**src/rtl/seven_seg_scan.sv**
```systemverilog
// seven_seg_scan: drives a 4-digit common-anode seven-segment display.
// The four BCD digits are time-multiplexed onto one shared cathode bus.
// The block also provides:
//   - frame-synchronous capture of all inputs,
//   - leading-zero blanking,
//   - per-digit blinking,
//   - per-digit decimal points,
//   - a dash for invalid (non-BCD) codes.
//
// Ports:
//   clk, rst            system clock, synchronous active-high reset
//   dig1000..dig1       thousands/hundreds/tens/ones BCD digits
//   lz_blank            1 = suppress leading zeros
//   blink_mask[3:0]     per-digit blink enable, bit i = an[i]
//   dp_mask[3:0]        per-digit decimal point request, bit i = an[i]
//   an[3:0]             anode enables, active-low
//   seg[6:0]            cathodes {g,f,e,d,c,b,a}, active-low
//   dp                  decimal point cathode, active-low
module seven_seg_scan #(
  parameter int unsigned REFRESH_DIV  = 100000,
  parameter int unsigned BLINK_FRAMES = 125
) (
  input  logic       clk,
  input  logic       rst,
  input  logic [3:0] dig1000,
  input  logic [3:0] dig100,
  input  logic [3:0] dig10,
  input  logic [3:0] dig1,
  input  logic       lz_blank,
  input  logic [3:0] blink_mask,
  input  logic [3:0] dp_mask,
  output logic [3:0] an,
  output logic [6:0] seg,
  output logic       dp
);

  localparam int unsigned TW = (REFRESH_DIV  > 1) ? $clog2(REFRESH_DIV)  : 1;
  localparam int unsigned FW = (BLINK_FRAMES > 1) ? $clog2(BLINK_FRAMES) : 1;
  localparam logic [TW-1:0] TICK_LAST  = TW'(REFRESH_DIV - 1);
  localparam logic [FW-1:0] FRAME_LAST = FW'(BLINK_FRAMES - 1);

  logic [TW-1:0] tick_cnt;
  logic [1:0]    idx;
  logic [FW-1:0] frame_cnt;
  logic          blink_phase;
  logic          valid;

  logic [3:0] d1000_snap, d100_snap, d10_snap, d1_snap;
  logic       lz_snap;
  logic [3:0] blink_snap, dp_snap;

  logic       tick, frame_end, capture;
  logic [3:0] an_d;
  logic [6:0] seg_d;
  logic       dp_d;
  logic [3:0] cur_digit;
  logic       blank_lz, blank;

  // The scan is held until valid. The first shown digit then gets a full
  // REFRESH_DIV cycles, with the same latency after every reset.
  assign tick      = valid && (tick_cnt == TICK_LAST);
  assign frame_end = tick && (idx == 2'd3);
  assign capture   = !valid || frame_end;

  always_comb begin
    cur_digit = d1_snap;
    blank_lz  = 1'b0;
    case (idx)
      2'd0: cur_digit = d1_snap;
      2'd1: begin
        cur_digit = d10_snap;
        blank_lz  = lz_snap && (d1000_snap == '0) && (d100_snap == '0) && (d10_snap == '0);
      end
      2'd2: begin
        cur_digit = d100_snap;
        blank_lz  = lz_snap && (d1000_snap == '0) && (d100_snap == '0);
      end
      default: begin
        cur_digit = d1000_snap;
        blank_lz  = lz_snap && (d1000_snap == '0);
      end
    endcase
    blank = !valid || blank_lz || (blink_phase && blink_snap[idx]);

    case (cur_digit)
      4'd0:    seg_d = 7'b1000000;
      4'd1:    seg_d = 7'b1111001;
      4'd2:    seg_d = 7'b0100100;
      4'd3:    seg_d = 7'b0110000;
      4'd4:    seg_d = 7'b0011001;
      4'd5:    seg_d = 7'b0010010;
      4'd6:    seg_d = 7'b0000010;
      4'd7:    seg_d = 7'b1111000;
      4'd8:    seg_d = 7'b0000000;
      4'd9:    seg_d = 7'b0010000;
      default: seg_d = 7'b0111111;
    endcase
    an_d = ~(4'b0001 << idx);
    dp_d = ~dp_snap[idx];

    if (blank) begin
      an_d  = '1;
      seg_d = '1;
      dp_d  = 1'b1;
    end
  end

  always_ff @(posedge clk) begin
    if (rst) begin
      tick_cnt    <= '0;
      idx         <= '0;
      frame_cnt   <= '0;
      blink_phase <= 1'b0;
      valid       <= 1'b0;
      d1000_snap  <= '0;
      d100_snap   <= '0;
      d10_snap    <= '0;
      d1_snap     <= '0;
      lz_snap     <= 1'b0;
      blink_snap  <= '0;
      dp_snap     <= '0;
      an          <= '1;
      seg         <= '1;
      dp          <= 1'b1;
    end else begin
      valid <= 1'b1;
      if (valid)
        tick_cnt <= tick ? '0 : tick_cnt + TW'(1);
      if (tick)
        idx <= idx + 2'd1;
      if (frame_end) begin
        if (frame_cnt == FRAME_LAST) begin
          frame_cnt   <= '0;
          blink_phase <= ~blink_phase;
        end else begin
          frame_cnt <= frame_cnt + FW'(1);
        end
      end
      if (capture) begin
        d1000_snap <= dig1000;
        d100_snap  <= dig100;
        d10_snap   <= dig10;
        d1_snap    <= dig1;
        lz_snap    <= lz_blank;
        blink_snap <= blink_mask;
        dp_snap    <= dp_mask;
      end
      an  <= an_d;
      seg <= seg_d;
      dp  <= dp_d;
    end
  end

endmodule
```
**config.mk**
```make
export PLATFORM = sky130hd
export DESIGN_NAME = seven_seg_scan
export DESIGN_NICKNAME = d
export VERILOG_FILES = /design/src/rtl/seven_seg_scan.sv
export SDC_FILE = /design/constraint.sdc
export NUM_CORES = 1
export LEC_CHECK = 0
export CORE_MARGIN = 2
export CORE_UTILIZATION = 30
export CTS_CLUSTER_DIAMETER = 100
export DETAILED_ROUTE_END_ITERATION = 10
export GPL_TIMING_DRIVEN = 0
export PLACE_DENSITY = 0.48
export SLEW_MARGIN = 20
export SYNTH_ARGS = -nofsm -noshare
export SYNTH_HDL_FRONTEND = slang
export SYNTH_SLANG_ARGS = --single-unit
```
**constraint.sdc**
```tcl
create_clock -name clk -period 2.3 [get_ports clk]
set_input_delay 0.46 -clock clk [delete_from_list [all_inputs] [get_ports clk]]
set_output_delay 0.46 -clock clk [all_outputs]
set_load 0.03 [all_outputs]
```
Yosys cells after proc, flatten, opt, wreduce, memory -nomap -nowiden
Memories as Yosys holds them, arrays and structs flattened. A register that Yosys moved wholly into a read port is not among the register bits.
Index checks and enable logic that the tools add are counted.
- shifts and indexed selects: 1
- add/sub/neg operators: 3
- magnitude comparators: 1
- reduce and logical (&&, ||, !) cells: 16
- multiplexer cells: 9
- equal/unequal tests: 5
- bitwise operators: 3
- operators with widths (cell ; number):
    $add 17x1->17 const B ; 1
    $eq 17x17->1 const B ; 1
    $mux 17 ; 1
    $logic_not 4->1 ; 3
    $pmux 4 s3 ; 1
    $add 7x1->7 const B ; 1
    $eq 7x7->1 const B ; 1
    $mux 7 ; 1
    $logic_and 1x1->1 ; 6
    $bmux 1 s2 ; 2
    $eq 2x2->1 const B ; 2
    $not 4->4 ; 1
    $shl 1x2->4 const A ; 1
    $logic_or 1x1->1 ; 3
    $lt 2x3->1 const B ; 1
    $mux 1 ; 3
    $pmux 1 s3 ; 1
    $add 2x1->2 const B ; 1
    $eq 2x1->1 const B ; 1
    $logic_not 2->1 ; 1
    $not 1->1 ; 2
    $reduce_and 2->1 ; 1
    $reduce_or 2->1 ; 1
    $logic_not 1->1 ; 1
- bits in read-only memories: 112
- flip-flop bits (word level): 58
- memories kept: 1
- input bits: 27
- memory list (name ; depth ; bits a word ; read ports ; clocked after memory_dff ; wr ports ; line ; RTL):
    (no name shown) ; 16 ; 7 ; 1 ; 1 ; 0 ; 85 ; case (cur_digit)

Depth between registers and ports, before layout
Gate-level depths: netlist of run 1.
- word-level depth: 8
- gate-level depth with buffers: 10

Least setup slack after synthesis of run 1
No wires, ideal clock.
- path kind: reg-to-reg
- start point: register idx[0]
- end point: register seg[3]
- stages on the path, launching flop included: 11
- arrival time: 1978 ps
- clock period less this slack: 2107 ps
- library setup time: 129 ps
- setup slack: 193 ps
- cell sequence: dfxtp_1 inv_1 ha_1 a222oi_1 mux2i_1 inv_1 ha_1 inv_1 a211oi_1 a211oi_1 o21ai_0
- word-level cells in the longest chain between the ends: 5
- elaborated cells on any way between the ends: 11
- those cells by class: eq/ne (2); mux (4); reduce/logical (5)
- ends and longest elaborated chain (element ; line ; RTL):
    from (decl) ; 43 ; logic [1:0] idx;
    from (signal assigned) ; 130 ; idx <= idx + 2'd1;
    $eq 2x2->1, or another cell as far along ; 68 ; case (idx)
    $pmux 1 s3 or $mux 1 (tied branches) ; 68, 83 ;
    $logic_or 1x1->1 or $logic_and 1x1->1 (tied branches) ; 83 ; blank = !valid || blank_lz || (blink_phase && blink_snap[idx]);
    $logic_or 1x1->1 ; 83 ;
    $reduce_or 2->1 (no source line) ; - ;
    to (decl) ; 33 ; output logic [6:0] seg,
Several ways; a longest one is shown, not always the timed one. The select of a mux whose other input is x is not followed.
A chain may end at the register's enable or synchronous reset.

Worst setup path in the final report of run 1
- start point: register idx[1]
- end point: register seg[4]
The elaborated chain is that of the path after synthesis.

==> results.txt, run 1 <==
----------------------------------------------------
[Status]
  Status ... complete, no violations

[Global routing]
  Pin count of the biggest net entering global routing ... 11
  Initial antenna violation count ... 0
  Number of global-route vias before repair ... around 2500
  Aggregate global routing overflow ... 0
  Global-route usage over all layers ... 14.0%
  Global-route wire length before repair ... roughly 12 mm

[Die]
  Width of the die ... 106 um
  Starting Density ... just over 30%
  IO Count ... 39
  Die Height ... 106 um
  Full die area ... 11300 sq um
  Core ar. ... 10200 sq um
  Core Rows ... 37

[Synth]
  Mean post-synth cell area ... 8.93 sq um
  Portion of the post-synthesis area used by sequential elements ... between 40% and 50%
  Leading register cell type out of synthesis ... dfxtp_1
  Cell count after synthesis ... between 300 and 400
  Count of flip-flops with a built-in enable after synthesis ... 0
  Yosys top cell by area ... dfxtp_1
  Flops & latches, synth ... 65
  Total number of yosys warnings ... 0
  Number of different library cells in the post-synthesis netlist ... 48
  Fraction of post-synthesis cell area in the top cell type by area ... 41.4%
  Cell types with the largest area share after synthesis ... dfxtp_1, mux2i_1, nand2_1
  Fraction of registers with async set/reset ... 0%
  Cell area after technology mapping ... around 3100 sq um
  Synth Net Count ... 392

[Route]
  DRT iter0 DRCs ... around 120
  DRC violation count after routing ... 0
  Vias per inst ... between 4 and 5
  Detailed-route wire length per cell ... 13.4 um
  Remaining number of nets flagged by the antenna check after routing ... 0
  Detailed-router iteration count before antenna repair ... 4
  Vias post-DR ... 2591
  Aggregate routed wire length ... 7.28 mm

[STA]
  Hold Violations, Final ... 0
  F_max ... 468 MHz
  Post-route clock period utilization ... 92.9%
  Period minus WS final ... 2.14 ns
  Worst slew pin tran ... 0.729 ns
  Worst-case headroom to the max-slew limit ... 50.0%
  Clock Skew ... around 0.013 ns
  Final slew viol count ... 0
  Final setup viols ... 0

[Worst setup path]
  Worst endpoint data arrival time ... about 2.4 ns
  CP Cell Sequence ... buf_4 > ha_2 > a222oi_1 > mux2i_2 > buf_4 > ha_1 > a211oi_1 > a211oi_1 > o21ai_1
  Crit-path max cell delay ... 0.37 ns
  Crit Path Max Fanout ... 6
  Cell with the largest stage delay on the worst path ... a222oi_1
  Req. time, crit path ... 2.57 ns
  Kind of launch point of the worst setup path ... flip-flop
  Worst setup EP type ... flip-flop
  Setup Crit Path Kind ... reg -> reg

[Clock network]
  Total number of clock tree sinks ... 65
  Cts bufs inserted ... 9
  Clock Root Buffer ... clkbuf_8
  CTS Hold Buffers Added ... 0
  Buffer depth of the longest clock path ... 2
  Insertion delay to the later sink of the worst-skew pair ... 0.35 ns
  Number of H-tree branching levels ... 3
  Clock tree from TritonCTS ... built
  Clock transition at the registers of the reported paths ... 0.07 ns

[Final layout]
  Final net count ... 445
  Layout area overhead ... 25.8%
  Number of inserted filler cells in the final layout ... between 1000 and 1500
  Area used by multi-input combinational logic ... roughly 1700 sq um
  Proportion of layout cells with a drive suffix above 1 ... between 10% and 20%
  Antenna Diode Count ... 0
  Filler-free cell count of the finished design ... 545
  Sequential cell area ... between 1000 and 1500 sq um

[Flow run]
  Number of violations of the max-capacitance limit ... 0

[Place]
  DPL Wire Length ... around 5.3 mm
  I/O Buffers ... 37
  Weighted congestion reported at the end of routability-driven placement ... 0.785
  Inst Count DP ... between 500 and 600

[Min path]
  Class of the most critical hold timing path ... reg -> reg

[Power]
  Leak pwr ... 1.51 nW
  P per Cell Area ... ~630 nW/um^2
  Total power ... about 2.5 mW
  IR drop worst, VDD ... roughly 0.21 mV

----------------------------------------------------
==> final cells by class <==
| class | instances | share of cell area [%] |
|---|---|---|
| sequential | 65 | 33.1 |
| clock buffer | 12 | 3.67 |
| tap | 136 | 4.31 |
| clock inverter | 3 | 1.65 |
| timing repair buffer | 42 | 10.3 |
| buffer | 18 | 2.56 |
| inverter | 15 | 1.42 |
| multi-input combinational | 254 | 43.0 |
==> flip-flops by register name (all words and copies together), names as in the netlist <==
register	count
tick_cnt	17
frame_cnt	7
seg	7
an	4
blink_snap	4
d1000_snap	4
d100_snap	4
d10_snap	4
d1_snap	4
dp_snap	4
idx	2
blink_phase	1
dp	1
lz_snap	1
valid	1
==> layout by cell type (no fill, tap or decap), types with 8 or more instances in the layout <==
cell type / synthesis / layout
o21ai_0: 9 / 8
clkbuf_8: 0 / 10
nor2_1: 18 / 18
nand4_1: 11 / 11
nor4_1: 8 / 8
clkbuf_1: 9 / 11
mux2i_1: 27 / 26
a21oi_1: 20 / 19
inv_1: 14 / 13
ha_1: 13 / 10
xnor2_1: 9 / 9
nand2_1: 66 / 66
dfxtp_1: 65 / 63
clkdlybuf4s50_1: 0 / 37
==> power breakdown <==
part           total, mW  switching [mW]  internal, mW  leakage, nW
Sequential          1.19          0.0247          1.16        0.533
Clock               1.06           0.428         0.633        0.106
Combinational      0.246           0.124         0.122        0.873
==> per-layer routing <==
layer  track usage [%]  vias up  part of all wire (%)
li1                  -     1352                     -
met1              19.7     1185                    52
met2              19.6       44                    42
met3              3.56       10                   4.5
met4              6.67        0                   1.4
met5                 0        -                     0
==> synth_stat cells (all sizes together), types with 3 or more instances <==
| master | number |
|---|---|
| a21oi | 22 |
| a211o | 3 |
| a211oi | 6 |
| o31ai | 5 |
| nand4 | 12 |
| xor2 | 4 |
| buf | 9 |
| or4 | 5 |
| mux2i | 27 |
| nand3 | 6 |
| nand2 | 66 |
| and3 | 4 |
| nor3 | 4 |
| nor2 | 18 |
| dfxtp | 65 |
| ha | 13 |
| clkbuf | 9 |
| inv | 14 |
| nor4 | 9 |
| o21ai | 12 |
| xnor2 | 9 |
==> stage by stage <==
step           worst slack, ns  util (%)   TNS [ns]  area (sq um)  hold slack, ns
2_1_floorplan            0.193         -          0          3140           0.435
3_3_place_gp            -0.257      36.0     -0.758          3680           0.443
3_5_place_dp            -0.263      36.0     -0.672          3680           0.454
4_1_cts                 0.0289      38.2          0          3910           0.464
5_1_grt              -0.000159      38.6  -0.000159          3950           0.489
6_report                 0.163      38.6          0          3950           0.463
==> worst paths after layout <==
path              slack, ns  startpoint         end  depth (start not counted)
setup / recovery       0.16      idx[1]      seg[4]                          9
hold / removal         0.46  dp_snap[3]  dp_snap[3]                          2
setup reg to reg       0.16      idx[1]      seg[4]                          9
hold reg to reg        0.46  dp_snap[3]  dp_snap[3]                          2
==> cells by family (layout without fill, tap and decap cells) <==
kind of cell	Yosys count	count (layout)	synth area share, %
compound gates	61	61	12.9
mux	29	29	10.0
fa+ha+maj	13	13	5.18
simple gates	138	138	21.8
flops	65	65	41.4
xor+xnor	13	13	3.62
buf+inv	33	90	5.02
==> worst max-delay path: cells and delay by family (launching register included) <==
kind	cells	cell delay (ns)
DFF	1	0.36
adders and majority gates	2	0.43
buffers and inverters	2	0.32
AOI/OAI and AO/OA	4	0.80
muxes	1	0.16
==> what timing repair did <==
item | 4_1_cts | 5_1_grt
buffers inserted | 1 | 4
resized for setup | 4 | 7
setup endpoints to repair | 5 | 5
pin swaps | 1 | 2
(Power assumes the default switching activity.)
==> run 2, diff against run 1 <==
- PLACE_DENSITY: 0.48 -> not set
==> run 2 against run 1 <==
  * Final cell count unchanged
  * Non-clock buffer count fell by 1
  * Register-to-register slack got worse by 0.09 ns
  * Utilization grew 0.15 points
  * Clock-buffer cell count down 2
  * First-iteration DRC count is 14% higher
  * Setup slack got worse by 0.091 ns
  * Routed wire length decreased by 1.9%
  * Sequential cell count unchanged
  * Critical endpoint is now seg[3]
==> results.txt, run 2 (synthesis results as in run 1) <==
----------------------------------------------------
[Route]
  Aggregate routed wire length ... 7.14 mm (was 7.28 mm)
  DRT iter0 DRCs ... 132 (was 116)
  Remaining number of nets flagged by the antenna check after routing ... 0 (unchanged)
  Vias per inst ... 4.87 (was 4.75)
  Vias post-DR ... 2656 (was 2591)
  Detailed-route wire length per cell ... 13.1 um (was 13.4 um)
  DRC violation count after routing ... 0 (unchanged)
  Detailed-router iteration count before antenna repair ... 5 (was 4)

[Worst setup path]
  Setup Crit Path Kind ... reg -> reg (unchanged)
  CP Cell Sequence ... inv_1 > ha_2 > a222oi_1 > mux2i_2 > inv_2 > ha_1 > inv_1 > a211oi_1 > a211oi_1 > o21ai_0 (was buf_4 > ha_2 > a222oi_1 > mux2i_2 > buf_4 > ha_1 > a211oi_1 > a211oi_1 > o21ai_1)
  Crit-path max cell delay ... 0.45 ns (was 0.37 ns)
  Kind of launch point of the worst setup path ... flip-flop (unchanged)
  Worst R2R End ... seg[3] (was seg[4])
  Req. time, crit path ... 2.52 ns (was 2.57 ns)
  End point of the critical path ... seg[3] (was seg[4])
  Reg2Reg Depth ... 10 (was 9)
  Worst reg-to-reg setup slack ... 0.07 ns (was 0.16 ns)
  Largest delay share family, worst path ... compound AO/OA/AOI/OAI gates (unchanged)
  Critical Path Stages ... 10 (was 9)
  Cell with the largest stage delay on the worst path ... a222oi_1 (unchanged)
  Worst endpoint data arrival time ... 2.45 ns (was 2.41 ns)
  Worst setup EP type ... flip-flop (unchanged)
  CP startpoint ... idx[1] (unchanged)
  Crit Path Max Fanout ... 7 (was 6)
  Crit path buf inv count ... 3 (was 2)
  R2r startpoint ... idx[1] (unchanged)

[Global routing]
  Pin count of the biggest net entering global routing ... 13 (was 11)
  Number of global-route vias before repair ... 2534 (was 2528)
  Initial antenna violation count ... 0 (unchanged)
  Global-route wire length before repair ... 11.7 mm (was 12.3 mm)
  Global-route usage over all layers ... 12.9% (was 14.0%)
  Aggregate global routing overflow ... 0 (unchanged)

[Final layout]
  Register bank with the most flops ... tick_cnt (unchanged)
  Antenna Diode Count ... 0 (unchanged)
  Number of flip-flops in the largest register ... 17 (unchanged)
  Top library cells by usage in the layout, fill and taps aside ... nand2_1, dfxtp_1, clkdlybuf4s50_1, mux2i_1, a21oi_1 (unchanged)
  Proportion of layout cells with a drive suffix above 1 ... 11.5% (was 10.8%)
  Largest registers in the final layout ... tick_cnt x17, frame_cnt x7, seg x7 (unchanged)
  Commonest non-fill, non-tap cell in the layout ... nand2_1 (unchanged)
  Layout area overhead ... 26.3% (was 25.8%)
  Utilization after layout ... 38.8% (was 38.6%)
  Number of inserted filler cells in the final layout ... 1003 (was 1055)
  Final net count ... 444 (was 445)

[STA]
  Post-route clock period utilization ... 96.9% (was 92.9%)
  Clock Skew ... 0.00657 ns (was 0.0132 ns)
  Period minus WS final ... 2.23 ns (was 2.14 ns)
  Summed negative setup slack over all endpoints ... 0 ns (unchanged)
  F_max ... 449 MHz (was 468 MHz)
  Worst slew pin tran ... 0.599 ns (was 0.729 ns)
  Final setup viols ... 0 (unchanged)
  RSZ-0062 raised after global routing ... false
  Worst-case headroom to the max-slew limit ... 60.1% (was 50.0%)
  Final slew viol count ... 0 (unchanged)
  Hold Violations, Final ... 0 (unchanged)

[Power]
  P per Cell Area ... 641 nW/um^2 (was 632 nW/um^2)
  Sw frac ... 24.1% (was 23.1%)
  Leak pwr ... 1.52 nW (was 1.51 nW)
  Gate power share ... 9.9% (about the same)
  IR drop worst, VDD ... 0.308 mV (was 0.209 mV)
  Switching power summed over all nets ... 0.613 mW (was 0.577 mW)
  Fraction of power consumed by sequential logic ... 46.7% (was 47.6%)
  Internal ... 1.93 mW (was 1.92 mW)
  Clock share of power ... 43.4% (was 42.5%)

[Die]
  Full die area ... 11300 sq um (unchanged)
  IO Count ... 39 (unchanged)
  Width of the die ... 106 um (unchanged)
  Core Rows ... 37 (unchanged)
  Die Height ... 106 um (unchanged)
  Core ar. ... 10200 sq um (unchanged)
  Starting Density ... 30.7% (unchanged)

[Place]
  Weighted congestion reported at the end of routability-driven placement ... 0.818 (was 0.785)
  DPL Wire Length ... 5.18 mm (was 5.28 mm)
  I/O Buffers ... 37 (unchanged)

[Clock network]
  Cts bufs inserted ... 9 (unchanged)
  Insertion delay to the later sink of the worst-skew pair ... 0.34 ns (was 0.35 ns)
  Total number of clock tree sinks ... 65 (unchanged)
  CTS Hold Buffers Added ... 0 (unchanged)
  Number of H-tree branching levels ... 3 (unchanged)
  Clock transition at the registers of the reported paths ... 0.08 ns (was 0.07 ns)
  Clock tree from TritonCTS ... built (unchanged)
  Buffer depth of the longest clock path ... 2 (unchanged)
  Clock Root Buffer ... clkbuf_8 (unchanged)

[Min path]
  Class of the most critical hold timing path ... reg -> reg (unchanged)

[Flow run]
  Number of violations of the max-capacitance limit ... 0 (unchanged)

[Status]
  Status ... complete, no violations (unchanged)

----------------------------------------------------
[run 2: changes by cell type in the layout (fill, tap and decap cells not counted), sizes merged]
cell,previous run,this run
buf,14,13
clkbuf,21,19
clkinv,2,3
clkinvlp,0,1
inv,14,15
[run 2: worst min-delay path by stage]
stage                              from             to  slack [ns]  cells after the start
after detailed placement     dp_snap[3]     dp_snap[3]        0.45                      2
after CTS                    dp_snap[3]     dp_snap[3]        0.46                      2
after global routing         dp_snap[3]     dp_snap[3]        0.47                      2
after global placement    blink_snap[0]  blink_snap[0]        0.44                      2
after floorplan           blink_snap[2]  blink_snap[2]        0.43                      2
final                        dp_snap[3]     dp_snap[3]        0.46                      2
[run 2: tightest hold or removal path, delay by kind of cell (launching register included)]
| family | cells | cell delay (ns) |
|---|---|---|
| DFF | 1 | 0.31 |
| muxes | 1 | 0.05 |
| and+or+nand+nor | 1 | 0.05 |
[run 2: power groups by stage]
stage	logic, mW	registers, mW	clock network [mW]
after detailed placement	0.244	1.22	0
after floorplan	0.129	1.23	0
after global placement	0.240	1.22	0
final	0.251	1.19	1.10
after global routing	0.274	1.19	1.18
after CTS	0.249	1.19	1.14
[run 2: layout make-up]
| type | instances | area [sq um] | share of cell area (%) |
|---|---|---|---|
| Multi-Input combinational cell | 254 | 1700 | 42.9 |
| Sequential cell | 65 | 1310 | 33.0 |
| Timing Repair Buffer | 41 | 400 | 10.1 |
| Tap cell | 136 | 170 | 4.29 |
| Clock buffer | 10 | 138 | 3.47 |
| Buffer | 18 | 101 | 2.55 |
| Clock inverter | 6 | 90.1 | 2.27 |
| Inverter | 15 | 56.3 | 1.42 |
[run 2: metal layers]
metal	vias to the layer above	global-route usage [%]	share of wire (%)
li1	1354	-	-
met5	-	0	0
met1	1254	17.3	50
met2	41	19.7	45
met4	0	5.92	1.6
met3	7	2.82	2.9
[run 2: repair_timing]
item / in CTS / in global routing
pin swaps: 1 / 1
gates resized for setup: 4 / 8
endpoints found under the hold margin: 0 / 0
setup endpoints to repair: 5 / 6
setup buffers: 2 / 2
[run 2: through the flow]
step	hold WS (ns)	std cells	setup WS [ns]	total power, mW	cell area (sq um)
2_1_floorplan	0.435	352	0.193	1.36	3140
3_3_place_gp	0.442	525	-0.204	1.46	3680
3_5_place_dp	0.451	525	-0.234	1.46	3680
4_1_cts	0.462	543	0.000534	2.57	3930
5_1_grt	0.471	545	0.00964	2.65	3970
6_report	0.457	545	0.0719	2.54	3970
